--- src/rtl/fetch_unit.sv ---
// fetch_unit: PC, IR and status register datapath answering the SISC control FSM strobes
//   in : clk, rst_f (sync reset), pc_rst, pc_write, pc_sel, br_sel, ir_load, stat_we, alu_stat {C,N,V,Z}, imem_data
//   out: imem_addr (= PC), instr (= IR), opcode, mm, stat, br_taken, illegal (sticky)
module fetch_unit #(
   parameter int PC_W = 16,
   parameter int IW   = 32
) (
   input  logic            clk,
   input  logic            rst_f,
   input  logic            pc_rst,
   input  logic            pc_write,
   input  logic            pc_sel,
   input  logic            br_sel,
   input  logic            ir_load,
   input  logic            stat_we,
   input  logic [3:0]      alu_stat,
   input  logic [IW-1:0]   imem_data,
   output logic [PC_W-1:0] imem_addr,
   output logic [IW-1:0]   instr,
   output logic [3:0]      opcode,
   output logic [3:0]      mm,
   output logic [3:0]      stat,
   output logic            br_taken,
   output logic            illegal
);
   logic [PC_W-1:0] r_pc, w_inc, w_tgt;
   logic [IW-1:0]   r_ir;
   logic [3:0]      r_stat;
   logic            r_illegal, w_hit, w_bad;
   always_comb begin
      w_inc    = r_pc + PC_W'(1);
      // relative offset is the sign-extended 16-bit immediate; absolute target is the raw immediate
      w_tgt    = br_sel ? PC_W'(r_ir[15:0]) : w_inc + PC_W'(signed'(r_ir[15:0]));
      w_hit    = |(r_stat & r_ir[IW-5 -: 4]);
      w_bad    = imem_data[IW-1 -: 4] inside {[4'd9:4'd14]};
      br_taken = (r_ir[IW-1 -: 4] inside {4'd4, 4'd5}) ? w_hit :
                 (r_ir[IW-1 -: 4] inside {4'd6, 4'd7}) ? ~w_hit : 1'b0;
   end
   always_ff @(posedge clk) begin
      if (rst_f) begin
         r_pc      <= '0;
         r_ir      <= '0;
         r_stat    <= '0;
         r_illegal <= 1'b0;
      end else begin
         if (pc_rst)
            r_pc <= '0;
         else if (pc_write)
            r_pc <= pc_sel ? w_tgt : w_inc;
         if (ir_load)
            r_ir <= imem_data;
         if (stat_we)
            r_stat <= alu_stat;
         if (ir_load && w_bad)
            r_illegal <= 1'b1;
      end
   end
   assign imem_addr = r_pc;
   assign instr     = r_ir;
   assign opcode    = r_ir[IW-1 -: 4];
   assign mm        = r_ir[IW-5 -: 4];
   assign stat      = r_stat;
   assign illegal   = r_illegal;
endmodule

--- config.mk ---
export PLATFORM = sky130hd
export DESIGN_NAME = fetch_unit
export DESIGN_NICKNAME = d
export VERILOG_FILES = /design/src/rtl/fetch_unit.sv
export SDC_FILE = /design/constraint.sdc
export NUM_CORES = 1
export LEC_CHECK = 0
export ABC_AREA = 0
export CORE_MARGIN = 1.5
export CORE_UTILIZATION = 47
export CTS_BUF_LIST = sky130_fd_sc_hd__clkbuf_4 sky130_fd_sc_hd__clkbuf_8 sky130_fd_sc_hd__clkbuf_16
export CTS_CLUSTER_SIZE = 14
export DETAILED_ROUTE_END_ITERATION = 6
export MAX_ROUTING_LAYER = met4
export PLACE_DENSITY = 0.83
export SYNTH_ARGS = -nofsm -noshare
export SYNTH_HDL_FRONTEND = slang
export SYNTH_SLANG_ARGS = --single-unit
export TNS_END_PERCENT = 50
--- constraint.sdc ---
create_clock -name clk -period 3.5 [get_ports clk]
set_input_delay 0.875 -clock clk [delete_from_list [all_inputs] [get_ports clk]]
set_output_delay 0.875 -clock clk [all_outputs]
set_load 0.02 [all_outputs]
==> metrics.md <==
| Metric | Value |
|---|---|
| Area after DPL | `4490 um^2` |
| Routed WL | `9560 um` |
| FP Rows | `31` |
| Final setup fails | `0` |
| CTS tree | `done` |
| 1st-iter DRT viols | `159` |
| Final Hold Fails | `0` |
| Core area | `7180 um^2` |
| Antenna diodes | `0` |
| Tot Pwr | `1.46 mW` |
| Root buf cell | `clkbuf_8` |
| CP Class | `flop to flop` |
| Synth cell count leaders | `nor2_1 (55), dfxtp_1 (53), mux2i_1 (39)` |
| # fillers | `636` |
| Top post-synthesis cells by area | `dfxtp_1 (31%), mux2i_1 (11%), ha_1 (7.3%)` |
| VDD IR max | `0.203 mV` |
| Sequential share of the synthesized area | `30.8%` |
| Crit share post-route | `86.0%` |
| GPL Wtd Cong | `0.935` |
| Post-cts sizing count | `0` |
| Clock sinks | `53` |
| Initial antenna violation count | `0` |
| Hpwl dp | `7230 um` |
| Worst path bufs/invs | `1` |
| FFs w/ async S/R, synth | `0%` |
| FF+latch count, synth | `53` |
| Main synth FF type | `dfxtp_1` |
| DRC Markers | `0` |
| Top cell type's share of synthesized area | `30.8%` |
| Wire per inst | `16.2 um` |
| Cell taking the most area after synthesis | `dfxtp_1` |
| # Max-Cap Violations | `0` |
| Die width | `88.6 um` |
| Postcts setup bufs | `0` |
| Die area | `7850 um^2` |
| Clock buffer depth | `2` |
| Number of synthesis warnings | `0` |
| Nets | `555` |
| Max-slew headroom | `35.0%` |
| Pre-antenna DRT Iters | `4` |
| Worst Setup Start Kind | `flop` |
| Worst-Skew Late Latency | `0.31 ns` |
| Die Height | `88.6 um` |
| Total number of vias | `3281` |
| CP delay by family, top | `compound AO/OA/AOI/OAI gates` |
| Layout area overhead | `33.8%` |
| Final Instance Area | `4610 um^2` |
| Starting density of the core | `48.0%` |
| Post-synth EDFFs | `0` |
| Final worst path period need | `3.01 ns` |
| Crit path max fanout | `5` |
| Fin. max-slew vios | `0` |
| IO Port Bufs | `105` |
| Syn avg cell area | `8.50 um^2` |
| Critical path arrival | `3.23 ns` |
| Final WS setup | `0.489 ns` |
| Share of cells above drive strength 1 | `4.68%` |
| Htree depth | `2` |
| Detail Route Antenna Nets | `0` |
| Ports | `106` |
| Largest net degree at the start of global routing | `39` |
| First-pass GRT wire length | `14700 um` |
| Via density | `5.56` |
| Minimum setup slack after placement | `0.589 ns` |
| GRT Util Overall | `25.0%` |
| Vias in the first global route | `3009` |
| Maximum clock rate | `0.332 GHz` |
| Sum Neg Setup Slack | `0 ns` |
| HP Class | `flop to flop` |
| Req. time, crit path | `3.72 ns` |
| Mapped Cells | `405` |
| Pleak | `1.91 nW` |
| CTS Hold Buffers Added | `0` |
| Most frequent cell after synthesis | `nor2_1` |
| Synthesized cell area | `3440 um^2` |
| TritonCTS buffer count | `5` |
| Delay of the slowest critical-path stage | `0.48 ns` |
| Skew final | `0.00575 ns` |
| Remaining global-route overflow | `0` |
| CP max stage cell | `dfxtp_1` |
| RSZ-0062 raised after global routing | `no` |
| Status | `finished clean` |
| Clock-pin slew on the worst setup and hold paths | `0.10 ns` |
| Syn_nets | `470` |
| PwrDens | `316 nW/um^2` |
| Crit end category | `flop` |
| Crit-path cells | `ha_1, nand3_1, inv_1, nand3_1, xnor2_1, ha_1, a21oi_1, o21ai_0, o21ai_1, a21oi_1, a2bb2oi_1, nor4_2` |
| Worst-margin pin slew | `0.975 ns` |
| Hold slack | `0.509 ns` |
| Cell variety after synth | `59` |
-- registers in the layout (all words and copies together), names as in the netlist --
name,flops
stat,4
illegal,1
imem_addr,16
instr,32
-- routing by layer --
metal / global-route usage, % / routed length, um / vias up
li1: - / - / 1631
met1: 31.1 / 4110 / 1530
met2: 40.4 / 4700 / 98
met3: 5.04 / 485 / 22
met4: 8.81 / 263 / 0
met5: - / 0 / -
-- placed cells by master (no fill, tap or decap), drive strengths merged, types with 4 or more instances in the layout --
| master | Yosys | final |
|---|---|---|
| nand4 | 7 | 7 |
| a21oi | 26 | 26 |
| xor2 | 9 | 9 |
| nand3 | 13 | 13 |
| ha | 20 | 20 |
| nor3 | 8 | 8 |
| nand2 | 22 | 22 |
| o211ai | 7 | 7 |
| o21ai | 22 | 22 |
| xnor2 | 14 | 14 |
| nand2b | 4 | 4 |
| and4 | 5 | 5 |
| mux2i | 39 | 39 |
| nor2 | 55 | 55 |
| clkbuf | 13 | 6 |
| a211oi | 5 | 5 |
| buf | 19 | 6 |
| inv | 7 | 7 |
| a21o | 5 | 5 |
| clkdlybuf4s50 | 0 | 104 |
| dfxtp | 53 | 53 |
-- cells by family after synthesis --
group	synth area share [%]
adder cells (fa/ha/maj)	7.85
AND/OR/NAND/NOR	20.6
flip-flops	30.8
multiplexers	11.3
AO/OA/AOI/OAI	18.0
XOR/XNOR	5.85
buffers and inverters	5.49
-- stage by stage --
step                util (%)  std cells
floorplan                  -        405
global placement        62.6        582
detailed placement      62.6        582
CTS                     64.2        590
global route            64.2        590
finish                  64.2        590
-- worst paths after layout --
check	startpoint	endpoint	slack, ns	cells past startpoint
worst max-delay path	imem_addr[1]	imem_addr[15]	0.49	12
worst min-delay path	instr[18]	instr[18]	0.51	2
worst max register to register	imem_addr[1]	imem_addr[15]	0.49	12
worst min register to register	instr[18]	instr[18]	0.51	2
-- worst reg2reg max path, cell delays in order (launching register included) --
cell	delay (ns)
dfxtp_1	0.48
ha_1	0.30
nand3_1	0.18
inv_1	0.12
nand3_1	0.10
xnor2_1	0.24
ha_1	0.32
a21oi_1	0.22
o21ai_0	0.16
o21ai_1	0.27
a21oi_1	0.14
a2bb2oi_1	0.15
nor4_2	0.25
-- report_power, final --
group / switching, mW / internal, mW
clock: 0.207 / 0.223
sequential: 0.0366 / 0.634
combinational: 0.179 / 0.178
total: 0.422 / 1.03
-- cell type report --
class | instances | area, um^2 | area share, %
clock buffer | 6 | 76.3 | 1.66
clock inverter | 2 | 38.8 | 0.842
inverter | 8 | 30.0 | 0.652
multi-input combinational | 312 | 2190 | 47.6
sequential | 53 | 1060 | 23.0
tap | 99 | 124 | 2.69
timing repair buffer | 110 | 1080 | 23.5
Note: power is estimated with default switching activity, not from simulation.
